==> src/rtl/pvr_pkg.sv <==
// Shared definitions for the region-array parser: control-word layout,
// entry sizes, the empty-list pointer value and the walker state type.
package pvr_pkg;

    localparam int unsigned CTRL_LAST_BIT    = 31;
    localparam int unsigned CTRL_ZCLEAR_BIT  = 30;
    localparam int unsigned CTRL_PRESORT_BIT = 29;
    localparam int unsigned CTRL_FLUSH_BIT   = 28;
    localparam int unsigned TILEY_MSB        = 13;
    localparam int unsigned TILEY_LSB        = 8;
    localparam int unsigned TILEX_MSB        = 7;
    localparam int unsigned TILEX_LSB        = 2;

    localparam int unsigned WORDS_V1 = 5;
    localparam int unsigned WORDS_V2 = 6;

    localparam logic [31:0] PTR_EMPTY = 32'h8000_0000;

    typedef enum logic [2:0] {
        RA_IDLE,
        RA_REQ,
        RA_WAIT,
        RA_PRESENT,
        RA_DONE
    } ra_state_e;

    // Index of the final word of an entry for the selected format.
    function automatic logic [2:0] last_word_idx(input logic fmt_v2);
        return fmt_v2 ? 3'(WORDS_V2 - 1) : 3'(WORDS_V1 - 1);
    endfunction

endpackage

==> src/rtl/ra_parser_if.sv <==
// Signal bundle of the region-array parser: start/config, VRAM read bus and
// the decoded entry handed to the object-list parser.
interface ra_parser_if;

    logic        ra_start;
    logic [23:0] ra_region_base;
    logic        ra_fmt_v2;

    logic        ra_vram_rd;
    logic [23:0] ra_vram_addr;
    logic [31:0] ra_vram_din;
    logic        ra_vram_valid;

    logic        ra_entry_valid;
    logic        ol_ready;
    logic        ra_cont_last;
    logic        ra_cont_zclear;
    logic        ra_cont_presort;
    logic        ra_cont_flush;
    logic [5:0]  ra_cont_tiley;
    logic [5:0]  ra_cont_tilex;
    logic [31:0] ra_opaque;
    logic [31:0] ra_opaque_mod;
    logic [31:0] ra_trans;
    logic [31:0] ra_trans_mod;
    logic [31:0] ra_puncht;

    logic        ra_busy;
    logic        ra_done;

    // Parser side: masters the VRAM bus and produces entries.
    modport master (
        input  ra_start, ra_region_base, ra_fmt_v2,
        input  ra_vram_din, ra_vram_valid, ol_ready,
        output ra_vram_rd, ra_vram_addr,
        output ra_entry_valid, ra_cont_last, ra_cont_zclear, ra_cont_presort,
        output ra_cont_flush, ra_cont_tiley, ra_cont_tilex,
        output ra_opaque, ra_opaque_mod, ra_trans, ra_trans_mod, ra_puncht,
        output ra_busy, ra_done
    );

    // Environment side: host, VRAM and downstream consumer.
    modport slave (
        output ra_start, ra_region_base, ra_fmt_v2,
        output ra_vram_din, ra_vram_valid, ol_ready,
        input  ra_vram_rd, ra_vram_addr,
        input  ra_entry_valid, ra_cont_last, ra_cont_zclear, ra_cont_presort,
        input  ra_cont_flush, ra_cont_tiley, ra_cont_tilex,
        input  ra_opaque, ra_opaque_mod, ra_trans, ra_trans_mod, ra_puncht,
        input  ra_busy, ra_done
    );

endinterface

==> src/rtl/ra_parser.sv <==
// Region-array walker: fetches 5- or 6-word entries from VRAM one word at a
// time, presents each decoded entry until accepted, and stops after the
// entry whose control word carries the last flag.
module ra_parser
    import pvr_pkg::*;
(
    input logic        clock,
    input logic        reset,
    ra_parser_if.master bus
);

    ra_state_e   state_q, state_d;
    logic [23:0] addr_q, addr_d;
    logic [2:0]  idx_q, idx_d;
    logic        v2_q, v2_d;
    // Only the decoded control bits are kept: {last, zclear, presort, flush, tiley, tilex}.
    logic [15:0] ctrl_q, ctrl_d;
    // Pointer words 1..5 of the entry live in slots 0..4.
    logic [31:0] ptr_q [WORDS_V2-1];
    logic [31:0] ptr_d [WORDS_V2-1];

    // State and datapath registers with synchronous reset.
    always_ff @(posedge clock) begin
        if (reset) begin
            state_q <= RA_IDLE;
            addr_q  <= '0;
            idx_q   <= '0;
            v2_q    <= 1'b0;
            ctrl_q  <= '0;
            ptr_q   <= '{default: '0};
        end else begin
            state_q <= state_d;
            addr_q  <= addr_d;
            idx_q   <= idx_d;
            v2_q    <= v2_d;
            ctrl_q  <= ctrl_d;
            ptr_q   <= ptr_d;
        end
    end

    // Next-state and datapath update for the fetch/present walk.
    always_comb begin
        state_d = state_q;
        addr_d  = addr_q;
        idx_d   = idx_q;
        v2_d    = v2_q;
        ctrl_d  = ctrl_q;
        ptr_d   = ptr_q;

        unique case (state_q)
            RA_IDLE: begin
                if (bus.ra_start) begin
                    addr_d  = bus.ra_region_base;
                    idx_d   = '0;
                    v2_d    = bus.ra_fmt_v2;
                    // v1 entries carry no puncht word, so it reads as an empty list.
                    if (!bus.ra_fmt_v2) begin
                        ptr_d[WORDS_V2-2] = PTR_EMPTY;
                    end
                    state_d = RA_REQ;
                end
            end
            RA_REQ: begin
                state_d = RA_WAIT;
            end
            RA_WAIT: begin
                if (bus.ra_vram_valid) begin
                    if (idx_q == '0) begin
                        ctrl_d = {bus.ra_vram_din[CTRL_LAST_BIT],
                                  bus.ra_vram_din[CTRL_ZCLEAR_BIT],
                                  bus.ra_vram_din[CTRL_PRESORT_BIT],
                                  bus.ra_vram_din[CTRL_FLUSH_BIT],
                                  bus.ra_vram_din[TILEY_MSB:TILEY_LSB],
                                  bus.ra_vram_din[TILEX_MSB:TILEX_LSB]};
                    end
                    for (int unsigned i = 1; i < WORDS_V2; i++) begin
                        if (idx_q == 3'(i)) begin
                            ptr_d[i-1] = bus.ra_vram_din;
                        end
                    end
                    addr_d = addr_q + 24'd4;
                    if (idx_q == last_word_idx(v2_q)) begin
                        state_d = RA_PRESENT;
                    end else begin
                        idx_d   = idx_q + 3'd1;
                        state_d = RA_REQ;
                    end
                end
            end
            RA_PRESENT: begin
                if (bus.ol_ready) begin
                    if (ctrl_q[15]) begin
                        state_d = RA_DONE;
                    end else begin
                        idx_d   = '0;
                        state_d = RA_REQ;
                    end
                end
            end
            RA_DONE: begin
                state_d = RA_IDLE;
            end
            default: begin
                state_d = RA_IDLE;
            end
        endcase
    end

    assign bus.ra_vram_rd      = (state_q == RA_REQ);
    assign bus.ra_vram_addr    = addr_q;
    assign bus.ra_entry_valid  = (state_q == RA_PRESENT);
    assign bus.ra_busy         = (state_q != RA_IDLE);
    assign bus.ra_done         = (state_q == RA_DONE);

    assign bus.ra_cont_last    = ctrl_q[15];
    assign bus.ra_cont_zclear  = ctrl_q[14];
    assign bus.ra_cont_presort = ctrl_q[13];
    assign bus.ra_cont_flush   = ctrl_q[12];
    assign bus.ra_cont_tiley   = ctrl_q[11:6];
    assign bus.ra_cont_tilex   = ctrl_q[5:0];

    assign bus.ra_opaque       = ptr_q[0];
    assign bus.ra_opaque_mod   = ptr_q[1];
    assign bus.ra_trans        = ptr_q[2];
    assign bus.ra_trans_mod    = ptr_q[3];
    assign bus.ra_puncht       = ptr_q[4];

endmodule
==> src/flat_wrapper.sv <==
// flat-port wrapper written by rule: the top's interface ports become plain ports
module ra_parser_flat import pvr_pkg::*;
  (clock, reset, bus_ra_start, bus_ra_region_base, bus_ra_fmt_v2, bus_ra_vram_din, bus_ra_vram_valid, bus_ol_ready, bus_ra_vram_rd, bus_ra_vram_addr, bus_ra_entry_valid, bus_ra_cont_last, bus_ra_cont_zclear, bus_ra_cont_presort, bus_ra_cont_flush, bus_ra_cont_tiley, bus_ra_cont_tilex, bus_ra_opaque, bus_ra_opaque_mod, bus_ra_trans, bus_ra_trans_mod, bus_ra_puncht, bus_ra_busy, bus_ra_done);
  ra_parser_if bus_i ();
  input logic clock;
  input logic reset;
  input wire logic [$bits(bus_i.ra_start)-1:0] bus_ra_start;
  input wire logic [$bits(bus_i.ra_region_base)-1:0] bus_ra_region_base;
  input wire logic [$bits(bus_i.ra_fmt_v2)-1:0] bus_ra_fmt_v2;
  input wire logic [$bits(bus_i.ra_vram_din)-1:0] bus_ra_vram_din;
  input wire logic [$bits(bus_i.ra_vram_valid)-1:0] bus_ra_vram_valid;
  input wire logic [$bits(bus_i.ol_ready)-1:0] bus_ol_ready;
  output wire logic [$bits(bus_i.ra_vram_rd)-1:0] bus_ra_vram_rd;
  output wire logic [$bits(bus_i.ra_vram_addr)-1:0] bus_ra_vram_addr;
  output wire logic [$bits(bus_i.ra_entry_valid)-1:0] bus_ra_entry_valid;
  output wire logic [$bits(bus_i.ra_cont_last)-1:0] bus_ra_cont_last;
  output wire logic [$bits(bus_i.ra_cont_zclear)-1:0] bus_ra_cont_zclear;
  output wire logic [$bits(bus_i.ra_cont_presort)-1:0] bus_ra_cont_presort;
  output wire logic [$bits(bus_i.ra_cont_flush)-1:0] bus_ra_cont_flush;
  output wire logic [$bits(bus_i.ra_cont_tiley)-1:0] bus_ra_cont_tiley;
  output wire logic [$bits(bus_i.ra_cont_tilex)-1:0] bus_ra_cont_tilex;
  output wire logic [$bits(bus_i.ra_opaque)-1:0] bus_ra_opaque;
  output wire logic [$bits(bus_i.ra_opaque_mod)-1:0] bus_ra_opaque_mod;
  output wire logic [$bits(bus_i.ra_trans)-1:0] bus_ra_trans;
  output wire logic [$bits(bus_i.ra_trans_mod)-1:0] bus_ra_trans_mod;
  output wire logic [$bits(bus_i.ra_puncht)-1:0] bus_ra_puncht;
  output wire logic [$bits(bus_i.ra_busy)-1:0] bus_ra_busy;
  output wire logic [$bits(bus_i.ra_done)-1:0] bus_ra_done;
  assign bus_i.ra_start = bus_ra_start;
  assign bus_i.ra_region_base = bus_ra_region_base;
  assign bus_i.ra_fmt_v2 = bus_ra_fmt_v2;
  assign bus_i.ra_vram_din = bus_ra_vram_din;
  assign bus_i.ra_vram_valid = bus_ra_vram_valid;
  assign bus_i.ol_ready = bus_ol_ready;
  assign bus_ra_vram_rd = bus_i.ra_vram_rd;
  assign bus_ra_vram_addr = bus_i.ra_vram_addr;
  assign bus_ra_entry_valid = bus_i.ra_entry_valid;
  assign bus_ra_cont_last = bus_i.ra_cont_last;
  assign bus_ra_cont_zclear = bus_i.ra_cont_zclear;
  assign bus_ra_cont_presort = bus_i.ra_cont_presort;
  assign bus_ra_cont_flush = bus_i.ra_cont_flush;
  assign bus_ra_cont_tiley = bus_i.ra_cont_tiley;
  assign bus_ra_cont_tilex = bus_i.ra_cont_tilex;
  assign bus_ra_opaque = bus_i.ra_opaque;
  assign bus_ra_opaque_mod = bus_i.ra_opaque_mod;
  assign bus_ra_trans = bus_i.ra_trans;
  assign bus_ra_trans_mod = bus_i.ra_trans_mod;
  assign bus_ra_puncht = bus_i.ra_puncht;
  assign bus_ra_busy = bus_i.ra_busy;
  assign bus_ra_done = bus_i.ra_done;
  ra_parser u_core (.clock(clock), .reset(reset), .bus(bus_i));
endmodule
==> config.mk <==
export PLATFORM = sky130hd
export DESIGN_NAME = ra_parser_flat
export DESIGN_NICKNAME = d
export VERILOG_FILES = /design/src/rtl/pvr_pkg.sv /design/src/rtl/ra_parser_if.sv /design/src/rtl/ra_parser.sv /design/src/flat_wrapper.sv
export SDC_FILE = /design/constraint.sdc
export NUM_CORES = 1
export LEC_CHECK = 0
export ABC_AREA = 1
export BUFFER_PORTS_ARGS = -buffer_cell sky130_fd_sc_hd__buf_2
export CORE_ASPECT_RATIO = 0.8
export CORE_MARGIN = 1.5
export CORE_UTILIZATION = 40
export CTS_CLUSTER_DIAMETER = 150
export CTS_CLUSTER_SIZE = 14
export DETAILED_ROUTE_END_ITERATION = 10
export PLACE_DENSITY = 0.66
export SYNTH_ARGS = -nofsm -noshare
export SYNTH_HDL_FRONTEND = slang
export SYNTH_SLANG_ARGS = --single-unit
==> constraint.sdc <==
create_clock -name clock -period 1.9 [get_ports clock]
set_clock_uncertainty 0.05 [all_clocks]
set_input_delay 0.095 -clock clock [delete_from_list [all_inputs] [get_ports clock]]
set_output_delay 0.095 -clock clock [all_outputs]
set_load 0.05 [all_outputs]
# Word-level counts from Yosys, hierarchy flattened
# Cells that the tools add are included.
# word_totals
register_bits	207
inputBits	62
output_inout_bits	204
elab_cells	65
# op_classes
addsub	2
n_eq_ne	17
n_mux	21
reduce_logical	15
# ops
cell	n
$mux W32	4
$pmux W32 S2	1
$mux W24	2
$pmux W24 S2	1
$mux W3	9
$add A24 B3 Y24 const B	1
$reduce_and A3 Y1	7
$eq A3 B2 Y1 const B	4
$ne A2 B2 Y1 const B	6
$pmux W3 S4	1
$eq A3 B3 Y1 const B	3
$pmux W3 S3	1
$eq A3 B1 Y1 const B	2
$logic_not A3 Y1	2
$reduce_and A6 Y1	1
$reduce_bool A3 Y1	2
$reduce_and A5 Y1	1
$add A3 B1 Y3 const B	1
$eq A3 B3 Y1	1
$mux W2	1
$ne A2 B1 Y1 const B	1
$reduce_and A2 Y1	1
$reduce_bool A2 Y1	1
$mux W1	1

# Longest topological paths before layout
# Gate-level depths: netlist of the first run.
# depth
ltp_word	5
ltp_mapped	11
ltp_nobuf	10

# Worst setup path after synthesis of the first run
# OpenSTA, ideal clock, no wires.
# synth_timing
path_kind	reg2reg
start	register u_core.state_q[2]
end	register u_core.ptr_q, in the netlist u_core.bus.ra_puncht[19]
setup_ps	128
arrival_ps	1944
slack_ps	-221
path_stages_with_launch	10
n_path_buf	1
synth_period_minus_slack_ps	2121
cell_sequence	dfxtp_1 > inv_1 > nand3_1 > nand2_1 > nand3_2 > nor2_4 > clkbuf_1 > o21ai_0 > o21ai_1 > nor2_1
# synth_via
elab_chain_len	3
elab_cells_between_ends	9
classes_between	eq/ne (5); mux (1); reduce/logical (3)
# synth_rtl
element	line_no	text
from (decl)	ra_parser.sv:12	ra_state_e state_q, state_d;
from (signal assigned)	ra_parser.sv:32	state_q <= state_d;
$eq A3 B2 Y1 / $logic_not A3 Y1 (equally long branches)	ra_parser.sv:50	unique case (state_q)
$ne A2 B1 Y1 (no line) (tied with other cells)	n/a	
$reduce_and A5 Y1 (no line)	n/a	
to (signal assigned)	ra_parser.sv:37	ptr_q <= ptr_d;
to (decl)	ra_parser.sv:19	logic [31:0] ptr_q [WORDS_V2-1];
# Parallel ways exist; a longest one is shown, timed or not.
# A chain may end at the register's enable or synchronous reset.

# Worst setup path in the final report of the first run
# layout_timing
start	register u_core.state_q[1]
end	register u_core.ptr_q, in the netlist u_core.bus.ra_trans_mod[25]
# layout_via
elab_chain_len	2
# layout_rtl
element	line_no
$eq A3 B2 Y1	ra_parser.sv:50
$reduce_and A3 Y1 (no line)	n/a
# No other way between the ends.

==> run metrics, run 1 <==
Antenna Cells 0; largest net degree at the start of global routing 117; Net count, final 1423; Final Critical Period 1850 ps; CTS root buffer clkbuf_16; CP cell instances inv_4 > nor3_4 > nand2_4 > nor3_4 > buf_4 > clkbuf_16 > o21ai_0 > a21oi_1; Slowest-stage cell, CP dfxtp_4; Post-Synthesis Cells 1038; DRC 0; Setup Total Neg Slack 0 ps; register area share after synthesis 51.7%; most frequent cell on the critical path nor3_4; endpoints failing hold 0; Initial Util 40.6%; status finished clean; HPWL after DPL 17.0 mm; Max Cap Viol 0; fin. max-slew vios 0; Worst-Skew Late Latency 510 ps; post-synth top area share 51.7%; crit start category flip-flop; Via density 5.21; min-delay worst type input port to flip-flop; vias in the first global route 7568; clock power share 29.7%; syn avg cell area 7.72 sq um; setup ws final 52.5 ps; synth warn 0; Die X 161 microns; Bufs and invs on worst path 3; Sw Pwr 3990 uW; gr ovfl total 0; antenna-violating nets left 0; Setup CP Type flip-flop to flip-flop; switch share 35.7%; part of the power in registers 43.7%; fin util 56.2%; post-layout total power 11200 uW; Area contributors post-synth dfxtp_1, o21ai_0, a21oi_1; Max-slew headroom 70.4%; worst vdd ir 0.631 mV; CTS tree built; vias 8432; I/O Pins 266; die area 0.0209 sq mm; WL per Instance 17.6 microns; pre-CTS WS 64.0 ps; clk buf depth 3; Syn Nets 1106; Filler Cells Inserted 1850; total core area 0.0197 sq mm; Final Setup Violations 0; Data required, critical path 2290 ps; P&R area growth vs syn 38.4%; routability cong. 0.837; DR pass1 iterations 5; synthesized flop and latch total 207; CP peak stage delay 370 ps; Crit. End Element flip-flop; PortBufs 265; WL final 28.5 mm; period utilization 97.2%; layout cells sized above 1 26.2%; TritonCTS sink count 207; first-pass GRT wire length 40.0 mm; initial antenna violation count 0; Int Pwr 7200 uW; Worst EP arrival 2240 ps; Yosys cell types 28; clock buffers created by TritonCTS 18; initial drt markers 619; top achievable clock speed 0.541 GHz; worst slew pin tran 444 ps; Main synth FF type dfxtp_1; Crit path max-delay family simple AND/OR/NAND/NOR gates; PD cells 1010 mW/mm^2; Die H 130 microns; Yosys top cell by area dfxtp_1; Post-synth ARST share 0%; Worst-path clk slew 70 ps; static leakage 0.00518 uW; Max FO, Critical Path 16; # rows 46; Max H-tree Level 1; EDFF count, synth 0; Comb power frac 26.6%; area of the mapped netlist 0.00802 sq mm; Total GRT Usage 23.8%; RSZ-0062 raised after global routing yes
==> cell type report <==
cell class              count  area (sq um)  share of cell area, %
clock inverters             2          35.0                  0.316
well taps                 264           330                   2.98
repair buffers            369          2510                   22.7
inverters                  76           290                   2.62
flip-flops and latches    207          4150                   37.4
clock buffers              18           450                   4.06
multi-input cells         683          3330                   30.0
==> cell usage after synthesis (all sizes together), types with 2 or more instances <==
master  instances
o211ai          2
a31oi           4
xor2            2
nand4           3
inv            76
nand3          61
nor3            8
dfxtp         207
buf            20
ha              6
o21ai         196
nor2           75
nand2         135
clkbuf         52
or2             6
o21a            2
a21oi         180
==> power groups by stage <==
| stage | Clock, uW | Combinational, uW | Sequential (uW) |
|---|---|---|---|
| final | 3330 | 2980 | 4890 |
| after global routing | 3540 | 3210 | 4930 |
| after CTS | 3390 | 2840 | 4880 |
| after detailed placement | 0 | 2740 | 4970 |
| after global placement | 0 | 2710 | 4970 |
| after floorplan | 0 | 992 | 5910 |
==> logic make-up (layout without fill, tap and decap cells) <==
| logic type | Yosys count | in the layout | synth area share [%] |
|---|---|---|---|
| simple gates | 290 | 290 | 15.7 |
| flops | 207 | 207 | 51.7 |
| fa+ha+maj | 6 | 6 | 0.936 |
| compound gates | 385 | 385 | 24.3 |
| xor+xnor | 2 | 2 | 0.219 |
| buf+inv | 148 | 465 | 7.23 |
==> worst paths after layout <==
path                      startpoint                           to  slack (ps)  cells past startpoint
min reg2reg  u_core.bus.ra_trans[31]      u_core.bus.ra_trans[31]         410                      2
min                     bus_ra_start            u_core.state_q[2]          30                      5
max                u_core.state_q[1]  u_core.bus.ra_trans_mod[25]          50                      8
max reg2reg        u_core.state_q[1]  u_core.bus.ra_trans_mod[25]          50                      8
==> per-layer routing <==
layer | GRT usage [%] | part of all wire [%] | vias to the layer above
met5 | 0 | 0 | -
met4 | 7.24 | 2.5 | 0
met3 | 6.18 | 7.9 | 51
met2 | 38.3 | 45 | 338
met1 | 31.6 | 45 | 3939
li1 | - | - | 4104
==> cells in the final DEF, fill, tap and decap left out, types with 2 or more instances in the layout <==
master and n:
nor3_1 4, inv_1 69, buf_12 7, a31oi_1 4, xor2_1 2, nand3_1 59
buf_6 2, a21oi_1 180, nor2_1 72, o21a_1 2, dlygate4sd3_1 61, clkbuf_16 27
o21ai_1 16, inv_2 5, or2_2 6, o211ai_1 2, dfxtp_2 2, inv_4 2
nand4_1 3, ha_1 6, nor2_2 2, o21ai_0 180, buf_4 26, buf_2 264
nand2_1 133, nor3_4 4, dfxtp_1 204
==> stage by stage <==
| stage | hold WS (ps) | cells | area, sq um |
|---|---|---|---|
| floorplan | 192 | 1038 | 8030 |
| global placement | 304 | 1523 | 9700 |
| detailed placement | 305 | 1523 | 9700 |
| CTS | 5.03 | 1604 | 10800 |
| global route | 66.9 | 1619 | 11100 |
| finish | 33.7 | 1619 | 11100 |
==> flip-flops by register name, indices dropped and copies added (netlist names) <==
signal and flops:
u_core.bus.ra_opaque 32, u_core.bus.ra_opaque_mod 32, u_core.bus.ra_puncht 32, u_core.bus.ra_trans 32
u_core.bus.ra_trans_mod 32, u_core.bus.ra_vram_addr 24, u_core.ctrl_q 16, u_core.idx_q 3
u_core.state_q 3, u_core.v2_q 1
==> worst reg2reg max path, delay by kind of cell (launching register included) <==
| family | cells | cell delay (ps) |
|---|---|---|
| AND/OR/NAND/NOR | 3 | 750 |
| buffers and inverters | 3 | 400 |
| flip-flops | 1 | 370 |
| AO/OA/AOI/OAI | 2 | 240 |
==> what timing repair did <==
item                       in CTS  in global routing
hold endpoints to repair      177                  0
setup endpoints to repair       0                123
setup buffers                   0                  6
resized for setup               0                 12
hold buffers                   61                  0
(Power assumes the default switching activity.)
==> inputs of run 2 (changes only) <==
Settings changed: CELL_PAD_IN_SITES_DETAIL_PLACEMENT set to 1, CELL_PAD_IN_SITES_GLOBAL_PLACEMENT set to 1, CORE_UTILIZATION 40 to 36, PLACE_DENSITY 0.66 to not set, PLACE_DENSITY_LB_ADDON set to 0.1.
==> run 2 against run 1 <==
  * Final cell count up 1.6%
  * First-iteration DRC count shrank 36%
  * Worst hold slack improved by 2.6 ps
  * Power increased by 1.0%
  * Global-route usage increased by 1.2 points
  * Sequential power is essentially flat
  * Non-clock buffer count is 10 lower
  * Via count is 1.0% lower
  * Largest cell class unchanged
==> run metrics, run 2 (synthesized netlist as in run 1, its figures left out) <==
status finished clean (unchanged); routability cong. 0.841 (was 0.837); Data required, critical path 2200 ps (was 2290 ps); fin util 50.6% (was 56.2%); crit start category flip-flop (unchanged); clock buffers created by TritonCTS 18 (unchanged); vias 8346 (was 8432); initial drt markers 397 (was 619); Die X 170 microns (was 161 microns); DRC 0 (unchanged); Max Cap Viol 0 (unchanged); vias in the first global route 8328 (was 7568); first-pass GRT wire length 45.7 mm (was 40.0 mm); Via density 5.07 (was 5.21); most common cell after layout, fill and taps aside buf_2 (unchanged); total core area 0.0217 sq mm (was 0.0197 sq mm); static leakage 0.00510 uW (was 0.00518 uW); Net count, final 1413 (was 1423); Filler Cells Inserted 2718 (was 1850); Worst-path clk slew 70 ps (about the same); min-delay worst type input port to flip-flop (unchanged); I/O Pins 266 (unchanged); Antenna Cells 0 (unchanged); post-layout total power 11300 uW (was 11200 uW); Setup CP Type flip-flop to flip-flop (unchanged); top achievable clock speed 0.545 GHz (was 0.541 GHz); most frequent cells in the layout buf_2, dfxtp_1, a21oi_1, o21ai_0, nand2_1 (was buf_2, dfxtp_1, o21ai_0, a21oi_1, nand2_1); Worst EP arrival 2130 ps (was 2240 ps); TritonCTS sink count 207 (unchanged); PortBufs 265 (unchanged); clk buf depth 3 (unchanged); CTS tree built (unchanged); P&R area growth vs syn 36.9% (was 38.4%); Initial Util 37.0% (was 40.6%); reg-to-reg slack, setup 60 ps (was 50 ps); Max FO, Critical Path 24 (was 16); fin. max-slew vios 0 (unchanged); gr ovfl total 0 (unchanged); CTS root buffer clkbuf_16 (unchanged); period utilization 96.7% (was 97.2%); WL per Instance 18.3 microns (was 17.6 microns); PD cells 1030 mW/mm^2 (was 1010 mW/mm^2); layout cells sized above 1 26.2% (about the same); Crit. End Element flip-flop (unchanged); largest net degree at the start of global routing 87 (was 117); Total GRT Usage 25.0% (was 23.8%); die area 0.0232 sq mm (was 0.0209 sq mm); worst vdd ir 0.505 mV (was 0.631 mV); initial antenna violation count 0 (unchanged); Worst-Skew Late Latency 480 ps (was 510 ps); worst slew pin tran 452 ps (was 444 ps); DR pass1 iterations 5 (unchanged); antenna-violating nets left 0 (unchanged); # rows 48 (was 46); Max H-tree Level 1 (unchanged); endpoints failing hold 0 (unchanged); Final Critical Period 1840 ps (was 1850 ps); RSZ-0062 raised after global routing yes (unchanged); Die H 136 microns (was 130 microns); Max-slew headroom 69.9% (was 70.4%); HPWL after DPL 19.6 mm (was 17.0 mm); WL final 30.1 mm (was 28.5 mm); Final Setup Violations 0 (unchanged); Setup Total Neg Slack 0 ps (unchanged)
[run 2: stage by stage]
step | hold WS (ps) | setup WS, ps | std cells | instance area, sq um
global route | 58.3 | -21.7 | 1645 | 11000
CTS | 30.8 | 80.7 | 1640 | 10900
finish | 36.3 | 63.7 | 1645 | 11000
floorplan | 192 | 27.8 | 1038 | 8030
detailed placement | 308 | 110 | 1561 | 9790
global placement | 307 | 204 | 1561 | 9790
[run 2: where the power goes]
part           switching (uW)  internal (uW)  total (uW)  leakage (uW)
clock network            1560           1770        3330      0.000238
logic                    2180            899        3080       0.00318
registers                 253           4650        4900       0.00168
[run 2: final timing paths]
kind                               to  cells after the start                   start
min                       u_core.v2_q                      5            bus_ra_start
max          u_core.bus.ra_puncht[17]                     10       u_core.state_q[1]
max reg2reg  u_core.bus.ra_puncht[17]                     10       u_core.state_q[1]
min reg2reg    u_core.bus.ra_trans[4]                      2  u_core.bus.ra_trans[4]
[run 2: final cells by class]
class / instances / area [sq um] / area share, %
clock buffer: 19 / 475 / 4.33
clock inverter: 1 / 5.00 / 0.0456
inverter: 76 / 287 / 2.61
multi-input combinational: 683 / 3330 / 30.3
sequential: 207 / 4150 / 37.8
tap: 300 / 375 / 3.42
timing repair buffer: 359 / 2350 / 21.4
[run 2: metal layers]
metal	global-route usage, %	vias to the layer above	wire (microns)
li1	-	4079	-
met1	33.1	4002	14000
met2	40.1	226	13300
met3	6.35	39	2040
met4	7.23	0	795
met5	0	-	0
[run 2: critical path, cell delays in order, from the launching register on]
cell	delay [ps]
dfxtp_2	360
inv_2	90
nor3_4	190
o21ai_0	120
nand2_1	150
nor2_4	60
buf_12	130
buf_12	120
clkbuf_16	190
o21ai_0	200
nor2_1	60
[run 2: timing repair]
item	CTS	global route
buffers inserted	0	3
endpoints found under the hold margin	171	0
hold buffers	59	0
resized for setup	0	18
setup endpoints to repair	0	35
